**src/rtl/lcd_nibble_rx_if.sv**
```systemverilog
// Bundle of the HD44780-style 4-bit write bus and the receiver's byte/status outputs.
// master = transmitter/observer side, slave = lcd_nibble_rx.
interface lcd_nibble_rx_if;
    logic       lcd_e;
    logic [7:0] lcd_db;
    logic [7:0] data;
    logic       valid;
    logic       err;
    logic [1:0] err_code;
    logic       busy;

    modport master (
        output lcd_e, lcd_db,
        input  data, valid, err, err_code, busy
    );

    modport slave (
        input  lcd_e, lcd_db,
        output data, valid, err, err_code, busy
    );
endinterface

```
**src/rtl/lcd_nibble_rx.sv**
```systemverilog
// Receives a byte as two nibbles on lcd_db[7:4], strobed by lcd_e, and checks setup,
// pulse width, inter-nibble gap and timeout. Emits {MSN, LSN} with a valid pulse or an err pulse.
module lcd_nibble_rx #(
    parameter int unsigned SETUP_MIN = 2,
    parameter int unsigned PULSE_MIN = 12,
    parameter int unsigned GAP_MIN   = 50,
    parameter int unsigned TIMEOUT   = 4095
) (
    input logic           clk,
    input logic           reset,
    lcd_nibble_rx_if.slave bus
);

    typedef enum logic [2:0] {
        IDLE     = 3'd0,
        MSN_HIGH = 3'd1,
        WAIT_LSN = 3'd2,
        LSN_HIGH = 3'd3,
        DONE     = 3'd4,
        RECOVER  = 3'd5
    } state_t;

    state_t      state_q, state_d;
    logic        e_q;
    logic [3:0]  nib_prev_q;
    logic [3:0]  stable_q, stable_d;
    logic [3:0]  nib_lat_q, nib_lat_d;
    logic [3:0]  msn_q, msn_d;
    logic [15:0] high_q, high_d;
    logic [15:0] gap_q, gap_d;
    logic [7:0]  data_q, data_d;
    logic        valid_q, valid_d;
    logic        err_q, err_d;
    logic [1:0]  code_q, code_d;

    logic [3:0]  nib;
    logic        rise;
    logic        fall;
    logic [15:0] high_inc;
    logic [15:0] gap_inc;
    logic        setup_ok;
    logic        unused_low;

    assign nib        = bus.lcd_db[7:4];
    assign unused_low = ^bus.lcd_db[3:0];
    assign rise       = bus.lcd_e & ~e_q;
    assign fall       = ~bus.lcd_e & e_q;
    assign high_inc   = (high_q == 16'hFFFF) ? high_q : high_q + 16'd1;
    assign gap_inc    = (gap_q == 16'hFFFF) ? gap_q : gap_q + 16'd1;
    assign setup_ok   = 32'(stable_q) >= SETUP_MIN;

    // Counts how long the nibble has been held with lcd_e low; any strobe or change restarts at 1.
    always_comb begin
        stable_d = stable_q;
        if (bus.lcd_e || (nib != nib_prev_q)) begin
            stable_d = 4'd1;
        end else if (stable_q != 4'hF) begin
            stable_d = stable_q + 4'd1;
        end
    end

    always_comb begin
        state_d   = state_q;
        nib_lat_d = nib_lat_q;
        msn_d     = msn_q;
        high_d    = high_q;
        gap_d     = gap_q;
        data_d    = data_q;
        valid_d   = 1'b0;
        err_d     = 1'b0;
        code_d    = code_q;

        case (state_q)
            IDLE: begin
                if (rise) begin
                    if (setup_ok) begin
                        state_d   = MSN_HIGH;
                        nib_lat_d = nib;
                        high_d    = 16'd1;
                    end else begin
                        state_d = RECOVER;
                        err_d   = 1'b1;
                        code_d  = 2'd1;
                    end
                end
            end

            MSN_HIGH, LSN_HIGH: begin
                if (bus.lcd_e) begin
                    if (nib != nib_lat_q) begin
                        state_d = RECOVER;
                        err_d   = 1'b1;
                        code_d  = 2'd2;
                    end else begin
                        high_d = high_inc;
                    end
                end else if (fall) begin
                    if (32'(high_q) >= PULSE_MIN) begin
                        if (state_q == MSN_HIGH) begin
                            msn_d   = nib_lat_q;
                            gap_d   = 16'd1;
                            state_d = WAIT_LSN;
                        end else begin
                            state_d = DONE;
                        end
                    end else begin
                        state_d = IDLE;
                        err_d   = 1'b1;
                        code_d  = 2'd2;
                    end
                end
            end

            WAIT_LSN: begin
                // Expiry wins over a simultaneous rise, which is then ignored.
                if (32'(gap_q) + 32'd1 >= TIMEOUT) begin
                    state_d = IDLE;
                    err_d   = 1'b1;
                    code_d  = 2'd3;
                end else if (rise) begin
                    if (32'(gap_q) < GAP_MIN) begin
                        state_d = RECOVER;
                        err_d   = 1'b1;
                        code_d  = 2'd3;
                    end else if (!setup_ok) begin
                        state_d = RECOVER;
                        err_d   = 1'b1;
                        code_d  = 2'd1;
                    end else begin
                        state_d   = LSN_HIGH;
                        nib_lat_d = nib;
                        high_d    = 16'd1;
                    end
                end else begin
                    gap_d = gap_inc;
                end
            end

            DONE: begin
                data_d  = {msn_q, nib_lat_q};
                valid_d = 1'b1;
                state_d = IDLE;
            end

            RECOVER: begin
                if (!bus.lcd_e) begin
                    state_d = IDLE;
                end
            end

            default: begin
                state_d = IDLE;
            end
        endcase
    end

    always_ff @(posedge clk or negedge reset) begin
        if (!reset) begin
            state_q    <= IDLE;
            e_q        <= 1'b0;
            nib_prev_q <= 4'd0;
            stable_q   <= 4'd0;
            nib_lat_q  <= 4'd0;
            msn_q      <= 4'd0;
            high_q     <= 16'd0;
            gap_q      <= 16'd0;
            data_q     <= 8'h00;
            valid_q    <= 1'b0;
            err_q      <= 1'b0;
            code_q     <= 2'd0;
        end else begin
            state_q    <= state_d;
            e_q        <= bus.lcd_e;
            nib_prev_q <= nib;
            stable_q   <= stable_d;
            nib_lat_q  <= nib_lat_d;
            msn_q      <= msn_d;
            high_q     <= high_d;
            gap_q      <= gap_d;
            data_q     <= data_d;
            valid_q    <= valid_d;
            err_q      <= err_d;
            code_q     <= code_d;
        end
    end

    assign bus.data     = data_q;
    assign bus.valid    = valid_q;
    assign bus.err      = err_q;
    assign bus.err_code = code_q;
    assign bus.busy     = (state_q != IDLE);

endmodule
```
**src/flat_wrapper.sv**
```systemverilog
// flat-port wrapper written by rule: the top's interface ports become plain ports
module lcd_nibble_rx_flat 
#(
    parameter int unsigned SETUP_MIN = 2,
    parameter int unsigned PULSE_MIN = 12,
    parameter int unsigned GAP_MIN   = 50,
    parameter int unsigned TIMEOUT   = 4095
)
  (clk, reset, bus_lcd_e, bus_lcd_db, bus_data, bus_valid, bus_err, bus_err_code, bus_busy);
  lcd_nibble_rx_if bus_i ();
  input logic clk;
  input logic reset;
  input wire logic [$bits(bus_i.lcd_e)-1:0] bus_lcd_e;
  input wire logic [$bits(bus_i.lcd_db)-1:0] bus_lcd_db;
  output wire logic [$bits(bus_i.data)-1:0] bus_data;
  output wire logic [$bits(bus_i.valid)-1:0] bus_valid;
  output wire logic [$bits(bus_i.err)-1:0] bus_err;
  output wire logic [$bits(bus_i.err_code)-1:0] bus_err_code;
  output wire logic [$bits(bus_i.busy)-1:0] bus_busy;
  assign bus_i.lcd_e = bus_lcd_e;
  assign bus_i.lcd_db = bus_lcd_db;
  assign bus_data = bus_i.data;
  assign bus_valid = bus_i.valid;
  assign bus_err = bus_i.err;
  assign bus_err_code = bus_i.err_code;
  assign bus_busy = bus_i.busy;
  lcd_nibble_rx #(.SETUP_MIN(SETUP_MIN), .PULSE_MIN(PULSE_MIN), .GAP_MIN(GAP_MIN), .TIMEOUT(TIMEOUT)) u_core (.clk(clk), .reset(reset), .bus(bus_i));
endmodule
```
**config.mk**
```make
export PLATFORM = sky130hd
export DESIGN_NAME = lcd_nibble_rx_flat
export DESIGN_NICKNAME = d
export VERILOG_FILES = /design/src/rtl/lcd_nibble_rx_if.sv /design/src/rtl/lcd_nibble_rx.sv /design/src/flat_wrapper.sv
export SDC_FILE = /design/constraint.sdc
export NUM_CORES = 1
export LEC_CHECK = 0
export CAP_MARGIN = 20
export CORE_MARGIN = 2
export CORE_UTILIZATION = 63
export DETAILED_ROUTE_END_ITERATION = 16
export PLACE_DENSITY = 0.84
export SLEW_MARGIN = 10
export SYNTH_ARGS = -nofsm -noshare
export SYNTH_HDL_FRONTEND = slang
export SYNTH_SLANG_ARGS = --single-unit
```
**constraint.sdc**
```tcl
create_clock -name clk -period 6.2 [get_ports clk]
set_input_delay 0.62 -clock clk [delete_from_list [all_inputs] [get_ports clk]]
set_output_delay 0.62 -clock clk [all_outputs]
set_load 0.02 [all_outputs]
```
[Word-level counts from Yosys, hierarchy flattened]
Index checks and enable logic that the tools add are counted.
Word-level totals
  bits in registers: 64
  input bits: 11
  output and inout bits: 13
Cells by class
  add/sub/neg operators: 4
  order comparisons: 4
  equal/unequal tests: 28
  muxes and demuxes: 59
  bitwise gates (word level): 4
  reductions and logical operators: 14
Operator list (count)
  $mux W16: 15
  $pmux W16 S3: 1
  $mux W3: 12
  $add A16 B1 Y16 const B: 2
  $eq A16 B16 Y1 const B: 2
  $ge A32 B12 Y1 const B: 1
  $pmux W16 S2: 1
  $mux W4: 7
  $mux W2: 9
  $ne A2 B2 Y1 const B: 9
  $add A16 B1 Y17 const B: 1
  $ge A16 B4 Y1 const B: 1
  $lt A16 B6 Y1 const B: 1
  $reduce_and A8 Y1: 2
  $reduce_and A5 Y1: 3
  $pmux W3 S4: 1
  $mux W1: 10
  $ne A2 B1 Y1 const B: 5
  $ne A4 B4 Y1: 2
  $pmux W4 S2: 1
  $eq A3 B2 Y1 const B: 2
  $eq A3 B3 Y1 const B: 2
  $ne A3 B2 Y1 const B: 2
  $pmux W2 S3: 1
  15 further kinds: 20

[Depth between registers and ports, before layout]
Gate-level depths: netlist of run 1.
  word-level depth: 6
  gate-level depth with buffers: 10
  depth with buffers taken out: 9

[Worst setup path before layout of run 1]
OpenSTA, ideal clock, no wires.
  path kind: reg2reg
  start point: reg u_core.stable_q[0]
  end point: reg u_core.nib_lat_q[0]
  data arrival time: 2.176 ns
  data required time: 6.075 ns
  setup slack: 3.900 ns
  stages on the path, launching flop included: 9
  clock period less this slack: 2.300 ns
  cell sequence: dfrtp_1 > inv_1 > ha_1 > nor4_1 > nor3_1 > a21o_1 > o311ai_4 > or3_4 > mux2_2
Between the ends
  word-level cells in the longest chain between the ends: 6
  elaborated cells between the ends (all ways): 7
  those cells by class: order compare (1); mux (6)
Ends and longest elaborated chain
  start, declared: line lcd_nibble_rx.sv:26  | logic [3:0] stable_q, stable_d;
  start signal, assigned: line lcd_nibble_rx.sv:175  | stable_q <= stable_d;
  $ge A4 B2 Y1 *: line lcd_nibble_rx.sv:50  | assign setup_ok = 32'(stable_q) >= SETUP_MIN;
  $mux W4 *
  $mux W4 (3 in a row)
  $pmux W4 S2 *
  end signal, assigned: line lcd_nibble_rx.sv:176  | nib_lat_q <= nib_lat_d;
  end, declared: line lcd_nibble_rx.sv:27  | logic [3:0] nib_lat_q, nib_lat_d;
Every way passes the cells marked *; elsewhere a longest branch is shown, timed or not. The select of a mux whose other input is x is not followed.
A chain may end at the register's enable or synchronous reset.

[Worst setup path after layout of run 1]
  start point: reg u_core.gap_q[1]
  end point: reg u_core.code_q[0] (netlist: u_core.bus.err_code[0])
Between the ends
  word-level cells in the longest chain between the ends: 5
  elaborated cells between the ends (all ways): 9
  those cells by class: add/sub (1); order compare (2); eq/ne (1); mux (4); reduce/logical (1)
Ends and longest elaborated chain
  start, declared: line lcd_nibble_rx.sv:30  | logic [15:0] gap_q, gap_d;
  start signal, assigned: line lcd_nibble_rx.sv:179  | gap_q <= gap_d;
  branches (longest 5 deep; another with $ge A32 B12 Y1)
  end signal, assigned: line lcd_nibble_rx.sv:183  | code_q <= code_d;
  end, declared: line lcd_nibble_rx.sv:34  | logic [1:0] code_q, code_d;
Parallel ways; which one is timed is not known. The select of a mux whose other input is x is not followed.

==> flow_summary.json, run 1 <==
{
  "tns_ns": 0,
  "rsz0062_at_grt": "no",
  "grt_max_degree": 65,
  "cap_violations": 0,
  "grt.total_usage_pct": 29.7,
  "place.gp.congestion": 0.976,
  "swShare_pct": 35.7,
  "async_flop_share_pct": 100,
  "final_cell_mix": "dfrtp_1 (64), nand2_1 (52), o21ai_0 (41)",
  "power.total_uw": 1540,
  "routed-wl-met2_um": 4300,
  "critPathLaunchType": "flop",
  "critPathArrivalTime_ns": 3.32,
  "cellPowerDensity_nw_per_um2": 377,
  "grt_pass1_vias": 3100,
  "final_layout_size_suffix_gt1_share_pct": 10.9,
  "cpPeakStageDelay_ns": 0.51,
  "coreArea_sq_um": 5510,
  "min_path_type": "in2async",
  "ir_drop_v": 0.000250,
  "hold_violations": 0,
  "clk_pin_slew_ns": 0.07,
  "diodes": 0,
  "wl_met1_um": 3630,
  "syn_area_sq_um": 3600,
  "postCtsHoldBufs": 0,
  "vias": 3216,
  "fmax_mhz": 326,
  "die_x_um": 79.6,
  "worst_pin_slew_ns": 0.964,
  "final.period_utilization_pct": 49.4,
  "portBuffers": 19,
  "seqPwrFrac_pct": 39.2,
  "post_drt_wl_per_cell_um": 17.4,
  "cp-end-kind": "flop",
  "via_per_inst": 6.51,
  "dr_wl_met3_um": 476,
  "ys_warn_count": 0,
  "antenna_found_initial": 0,
  "final_common_cell": "dfrtp_1",
  "final.min_clock_period_ns": 3.07,
  "place_ws_ns": 3.05,
  "drt-pass1-iter-count": 5,
  "grt.overflow.total": 0,
  "run_status": "completed",
  "synthToLayoutAreaGrowth_pct": 13.3,
  "floorplan.initialDensity_pct": 65.5,
  "clock-sinks": 64,
  "timing.slew.headroom_pct": 35.6,
  "grt_pass1_wl_um": 14600,
  "synthCells": 400,
  "drv_slew": 0,
  "ys_ff_latch": 64,
  "p_switching_uw": 551,
  "route.detailed.drc": 0,
  "final_area_sq_um": 4090,
  "critical_path_class": "reg2reg",
  "slowest_stage": "dfrtp_1",
  "cts_setup_buffers": 0,
  "cp_data_required_time_ns": 6.46,
  "p_leak_uw": 0.00169,
  "synth_cell_types": 55,
  "clock_skew_ns": 0.0108,
  "syn_nets": 417,
  "place_hpwl_um": 5740,
  "path_cells": "ha_1 > nand3_2 > nor4_4 > mux2i_1 > a31oi_1 > buf_4 > a21oi_1 > nor2_1 > a211oi_1",
  "nets": 434,
  "avgSynthCellArea_sq_um": 9.01,
  "rows": 27,
  "pwr-share-comb_pct": 31.4,
  "h-tree-depth": 3,
  "synth_enable_flop_cells": 0,
  "wl_um": 8600,
  "top_layer_used": "met4",
  "die_y_um": 79.6,
  "cts_root_buf": "clkbuf_8",
  "antenna_left": 0,
  "reg2reg_depth": 9,
  "ys_seq_area_share_pct": 44.4,
  "setup_slack_ns": 3.13,
  "clkLatencyLatePin_ns": 0.35,
  "cts_buffers": 9,
  "ys.flop_type": "dfrtp_1",
  "post_cts_resized": 0,
  "die_area_sq_um": 6340,
  "drt-initial-drc-count": 364,
  "worstPathMaxFanout": 16,
  "intPower_uw": 991,
  "ios": 24,
  "p_clk_share_pct": 29.4,
  "clock_path_buffers": 2,
  "finalSetupViolations": 0,
  "cts_tree": "yes",
  "placed_area_sq_um": 3830
}
-- sequential cells by signal, summed over array words and instances, names as in the netlist, 2 cells and up --
signal,count
u_core.high_q,16
u_core.bus.data,8
u_core.nib_lat_q,4
u_core.msn_q,4
u_core.nib_prev_q,4
u_core.stable_q,4
u_core.state_q,3
u_core.gap_q,16
u_core.bus.err_code,2
-- power groups by stage --
stage	Clock (uW)	Sequential [uW]	Combinational [uW]
after floorplan	0	604	309
after global routing	475	617	531
final	453	605	484
after detailed placement	0	607	476
after global placement	0	600	459
after CTS	455	601	482
-- synthesized netlist by cell type (4+ instances only) --
cell,n,share of area [%]
nand3_1,17,2.4
nor2_1,26,2.7
nor3_1,18,2.5
a21oi_1,21,2.9
mux2_2,16,5.0
ha_1,6,2.1
clkbuf_1,10,1.0
and2_1,10,1.7
o21ai_0,41,5.7
buf_2,5,0.69
nand2_1,52,5.4
nor4_1,9,1.6
nand2b_1,6,1.0
o31ai_1,5,1.0
xor2_1,5,1.2
nand4_1,8,1.4
a31oi_1,8,1.4
dfrtp_1,64,44
inv_1,11,1.1
and3_1,6,1.0
xnor2_1,4,0.97
nor2b_1,4,0.69
-- per-stage QoR --
stage	std cells	hold WS (ns)	util (%)
after global routing	494	0.531	74.2
after floorplan	400	0.324	-
after CTS	494	0.468	74.2
after global placement	478	0.484	69.6
after detailed placement	478	0.495	69.6
final	494	0.430	74.2
-- cell type report --
class	count	area, sq um
Fill cell	384	1420
Clock inverter	6	115
Inverter	11	41.3
Multi-Input combinational cell	309	1890
Sequential cell	64	1600
Tap cell	72	90.1
Clock buffer	10	138
Timing Repair Buffer	22	208
-- critical path: cells and delay by family (launching register included) --
family / cells / cell delay, ns
and+or+nand+nor: 3 / 0.61
DFF: 1 / 0.51
AOI/OAI and AO/OA: 3 / 0.72
adders and majority gates: 1 / 0.37
buffers and inverters: 1 / 0.26
muxes: 1 / 0.50
-- final timing paths --
path	slack, ns	start	end
max	3.13	u_core.gap_q[1]	u_core.bus.err_code[0]
min	0.43	reset	u_core.high_q[4]
max reg2reg	3.13	u_core.gap_q[1]	u_core.bus.err_code[0]
min reg2reg	0.51	u_core.msn_q[1]	u_core.msn_q[1]
max in group asynchronous	5.21	reset	u_core.high_q[9]
min in group clk	0.51	u_core.msn_q[1]	u_core.msn_q[1]
-- kinds of logic after synthesis --
logic type               synth area share [%]
multiplexers                             5.55
adder cells (fa/ha/maj)                  2.08
XOR/XNOR                                 2.19
flip-flops                               44.4
AO/OA/AOI/OAI                            17.6
AND/OR/NAND/NOR                          25.1
buffers and inverters                    3.09
-- per-layer routing --
metal | up-vias | GRT usage [%]
li1 | 1502 | -
met1 | 1543 | 37.6
met2 | 148 | 50.4
met3 | 23 | 5.20
met4 | 0 | 12.1
met5 | - | 0
Power figures use the tool's default switching activity.
==> run 2: changes to the inputs <==
--- a/config.mk
+++ b/config.mk
@@ -7,9 +7,9 @@
 export LEC_CHECK = 0
 export CAP_MARGIN = 20
 export CORE_MARGIN = 2
-export CORE_UTILIZATION = 63
+export CORE_UTILIZATION = 53
 export DETAILED_ROUTE_END_ITERATION = 16
-export PLACE_DENSITY = 0.84
+export PLACE_DENSITY = 0.76
 export SLEW_MARGIN = 10
 export SYNTH_ARGS = -nofsm -noshare
 export SYNTH_HDL_FRONTEND = slang
==> constraint.sdc (replaced) <==
create_clock -name clk -period 2.8 [get_ports clk]
set_input_delay 0.28 -clock clk [delete_from_list [all_inputs] [get_ports clk]]
set_output_delay 0.28 -clock clk [all_outputs]
set_load 0.02 [all_outputs]
==> flow_summary.json, run 2 (same netlist as run 1, synthesis figures left out) <==
{
  "cts_tree": "yes",
  "ir_drop_v": 0.000542,
  "critical_path_class": "reg2reg",
  "grt_pass1_vias": 2869,
  "critPathArrivalTime_ns": 2.91,
  "die_area_sq_um": 7480,
  "floorplan.initialDensity_pct": 54.0,
  "final.period_utilization_pct": 95.8,
  "critPathLaunchType": "flop",
  "clk_pin_slew_ns": 0.07,
  "route.detailed.drc": 0,
  "antenna_found_initial": 0,
  "rsz0062_at_grt": "no",
  "cp-end-kind": "flop",
  "finalSetupViolations": 0,
  "cap_violations": 0,
  "final_cell_mix": "dfrtp_1 (64), nand2_1 (52), o21ai_0 (40)",
  "die_x_um": 86.5,
  "final_common_cell": "dfrtp_1",
  "reg2reg_depth": 9,
  "wl_um": 8070,
  "place_ws_ns": 0.168,
  "grt.total_usage_pct": 23.1,
  "cellPowerDensity_nw_per_um2": 784,
  "final_layout_size_suffix_gt1_share_pct": 13.8,
  "vias": 3151,
  "portBuffers": 19,
  "h-tree-depth": 3,
  "power.total_uw": 3280,
  "via_per_inst": 6.11,
  "diodes": 0,
  "worstPathMaxFanout": 8,
  "clock_path_buffers": 2,
  "grt_pass1_wl_um": 13700,
  "post_drt_wl_per_cell_um": 15.6,
  "grt_max_degree": 27,
  "place.gp.congestion": 0.915,
  "cts_root_buf": "clkbuf_8",
  "drv_slew": 0,
  "min_path_type": "in2async",
  "final.min_clock_period_ns": 2.68,
  "final_util_pct": 62.5,
  "die_y_um": 86.5,
  "nets": 449,
  "run_status": "completed",
  "drt-initial-drc-count": 179,
  "fmax_mhz": 373,
  "cts_buffers": 9,
  "drt-pass1-iter-count": 4,
  "ios": 24,
  "hold_violations": 0,
  "tns_ns": 0,
  "setup_slack_ns": 0.118,
  "worst_pin_slew_ns": 0.657,
  "clock_skew_ns": 0.00718,
  "antenna_left": 0,
  "rows": 30,
  "coreArea_sq_um": 6680,
  "place_hpwl_um": 5820,
  "timing.slew.headroom_pct": 55.6,
  "grt.overflow.total": 0,
  "cp_data_required_time_ns": 3.03,
  "clkLatencyLatePin_ns": 0.35,
  "cts_setup_buffers": 0,
  "p_leak_uw": 0.00175,
  "synthToLayoutAreaGrowth_pct": 15.9,
  "clock-sinks": 64,
  "nFillCells": 566
}
## run 2: changes by cell type in the layout (fill, tap and decap cells not counted), sizes merged
cell / previous run / this run
buf: 4 / 18
bufinv: 3 / 1
clkbuf: 10 / 12
clkinv: 1 / 2
clkinvlp: 1 / 0
dlygate4sd3: 0 / 1
inv: 12 / 11
## run 2: final cells by class
class                           instances  area (sq um)  area share, %
Tap cell                               80           100           2.40
Clock buffer                           12           165           3.95
Sequential cell                        64          1600           38.3
Timing Repair Buffer                   37           335           8.02
Multi-Input combinational cell        309          1900           45.4
Clock inverter                          3          40.0          0.958
Inverter                               11          41.3          0.988
## run 2: worst paths after layout
kind | from | to | slack (ns)
max in group asynchronous | reset | u_core.gap_q[3] | 1.74
setup reg to reg | u_core.gap_q[0] | u_core.nib_lat_q[2] | 0.12
hold reg to reg | u_core.msn_q[2] | u_core.msn_q[2] | 0.51
setup / recovery | u_core.gap_q[0] | u_core.nib_lat_q[2] | 0.12
min in group clk | bus_lcd_db[7] | u_core.nib_prev_q[3] | 0.50
hold / removal | reset | u_core.gap_q[0] | 0.39
## run 2: worst max-delay path, cell delays in order, from the launching register on
cell and delay (ns):
dfrtp_1 0.48, ha_1 0.29, nand3_2 0.19, nor4_4 0.34, mux2i_1 0.15, buf_4 0.17
o21ai_2 0.16, nand2_1 0.12, or3_4 0.38, mux2_2 0.28
## run 2: timing repair
action | CTS | global route
hold buffers | 1 | 0
hold endpoints to repair | 16 | 0
gates resized for setup | 0 | 3
setup endpoints to repair | 0 | 10
## run 2: routing by layer
metal	vias to the layer above	GRT usage (%)	share of wire [%]	wire, um
met1	1505	33.8	48	3840
li1	1524	-	-	-
met2	108	34.3	45	3630
met3	14	5.05	5.8	464
met5	-	0	0	0
met4	0	6.96	1.7	141
## run 2: power by group
group,total (uW),internal (uW),switching (uW)
Combinational,1140,520,619
Clock,816,476,341
Sequential,1320,1110,211
## run 2: per-stage QoR
stage               std cells  area, sq um  hold WS (ns)
finish                    516         4180         0.388
global route              516         4180         0.434
CTS                       516         4180         0.413
detailed placement        500         3960         0.234
global placement          500         3960         0.230
floorplan                 400         3600       -0.0156
==> run 3: changes to the inputs <==
--- a/config.mk
+++ b/config.mk
@@ -8,8 +8,11 @@
 export CAP_MARGIN = 20
 export CORE_MARGIN = 2
 export CORE_UTILIZATION = 53
+export CTS_CLUSTER_SIZE = 8
 export DETAILED_ROUTE_END_ITERATION = 16
+export GPL_ROUTABILITY_DRIVEN = 0
 export PLACE_DENSITY = 0.76
+export SETUP_SLACK_MARGIN = 0.2
 export SLEW_MARGIN = 10
 export SYNTH_ARGS = -nofsm -noshare
 export SYNTH_HDL_FRONTEND = slang
==> flow_summary.json, run 3 (same netlist as run 1, synthesis figures left out) <==
{
  "cts_setup_buffers": 0,
  "cp_num_buf_inv": 1,
  "critical_path_class": "reg2reg",
  "ir_drop_v": 0.000541,
  "use_met2_pct": 34.3,
  "final_layout_size_suffix_gt1_share_pct": 14.7,
  "place_hpwl_um": 5820,
  "ios": 24,
  "grt_max_degree": 27,
  "finalNonFillerCells": 516,
  "final.period_utilization_pct": 88.6,
  "path_cells": "ha_2 > nand3_2 > nor4_4 > mux2i_1 > buf_4 > o21ai_2 > nand2_1 > or3_4 > mux2_2",
  "place_ws_ns": 0.168,
  "antenna_left": 0,
  "cts_buffers": 9,
  "nFillCells": 564,
  "nets": 449,
  "critPathArrivalTime_ns": 2.71,
  "grt_pass1_vias": 2869,
  "antenna_found_initial": 0,
  "final_util_pct": 62.7,
  "floorplan.initialDensity_pct": 54.0,
  "dp.cells": 500,
  "grt.total_usage_pct": 23.1,
  "min_path_type": "in2async",
  "cts_tree": "yes",
  "rows": 30,
  "worstPathMaxFanout": 8,
  "diodes": 0,
  "final_common_cell": "dfrtp_1",
  "wl_um": 8120,
  "coreArea_sq_um": 6680,
  "run_status": "completed",
  "clkLatencyLatePin_ns": 0.35,
  "synthToLayoutAreaGrowth_pct": 16.2,
  "cellPowerDensity_nw_per_um2": 783,
  "grt.overflow.total": 0,
  "timing.slew.headroom_pct": 55.2,
  "worst_pin_slew_ns": 0.662,
  "setup_slack_ns": 0.320,
  "finalSetupViolations": 0,
  "grt_pass1_wl_um": 13700,
  "critPathLaunchType": "flop",
  "die_y_um": 86.5,
  "grt_util_met1_pct": 33.8,
  "reg2reg_setup_slack_ns": 0.32,
  "die_area_sq_um": 7480,
  "portBuffers": 19,
  "clock-sinks": 64,
  "drt-pass1-iter-count": 5,
  "drt-initial-drc-count": 190,
  "rsz0062_at_grt": "no",
  "die_x_um": 86.5,
  "final.min_clock_period_ns": 2.48,
  "cts_root_buf": "clkbuf_8",
  "final_cell_mix": "dfrtp_1 (62), nand2_1 (52), o21ai_0 (39)",
  "fmax_mhz": 403,
  "cap_violations": 0,
  "h-tree-depth": 3,
  "cpPeakStageDelay_ns": 0.44,
  "clk_pin_slew_ns": 0.07,
  "p_leak_uw": 0.00175,
  "clock_path_buffers": 2,
  "crit_family": "simple AND/OR/NAND/NOR gates",
  "route.detailed.drc": 0,
  "vias": 3155,
  "clock_skew_ns": 0.00838,
  "cp-end-kind": "flop",
  "use_met3_pct": 5.05,
  "slowest_stage": "dfrtp_2",
  "cp_data_required_time_ns": 3.03,
  "hold_violations": 0,
  "drv_slew": 0,
  "via_per_inst": 6.11,
  "busiest_layer": "met2",
  "tns_ns": 0,
  "post_drt_wl_per_cell_um": 15.7
}
[run 3: repair_timing]
action / in CTS / in global routing
endpoints found under the setup margin: 11 / 25
pin swaps: 0 / 1
endpoints found under the hold margin: 16 / 0
gates resized for setup: 2 / 6
hold buffers: 1 / 0
[run 3: path summary, 6_finish.rpt]
check,start,end,cells past startpoint
max reg2reg,u_core.gap_q[0],u_core.nib_lat_q[2],9
min in group clk,bus_lcd_db[7],u_core.nib_prev_q[3],1
max in group asynchronous,reset,u_core.gap_q[2],3
min,reset,u_core.gap_q[1],2
max,u_core.gap_q[0],u_core.nib_lat_q[2],9
min reg2reg,u_core.msn_q[2],u_core.msn_q[2],1
[run 3: cell type report]
class,instances,area [sq um],share of cell area [%]
flip-flops and latches,64,1600,38.3
multi-input cells,309,1900,45.4
inverters,11,41.3,0.985
well taps,80,100,2.39
repair buffers,37,335,8.00
clock buffers,12,165,3.94
clock inverters,3,40.0,0.956
[run 3: metal layers]
layer  share of wire (%)  wire (um)
met3                 5.6        455
met5                   0          0
met4                 1.8        143
met2                  45       3630
met1                  48       3890
[run 3: where the power goes]
| part | switching [uW] | internal [uW] | total [uW] |
|---|---|---|---|
| sequential | 212 | 1110 | 1320 |
| clock | 341 | 476 | 816 |
| combinational | 619 | 521 | 1140 |
| total | 1170 | 2110 | 3280 |
[run 3: worst reg2reg max path, delay by kind of cell (launching register included)]
family | cells | cell delay [ns]
AND/OR/NAND/NOR | 4 | 0.90
multiplexers | 2 | 0.45
flip-flops | 1 | 0.44
adder cells (fa/ha/maj) | 1 | 0.25
buffers and inverters | 1 | 0.17
AO/OA/AOI/OAI | 1 | 0.16
[run 3: metrics by stage]
stage	total power [uW]	instance area, sq um	hold WS [ns]
CTS	3270	4180	0.413
detailed placement	2460	3960	0.234
global placement	2420	3960	0.230
global route	3480	4190	0.434
finish	3280	4190	0.387
floorplan	2020	3600	-0.0156
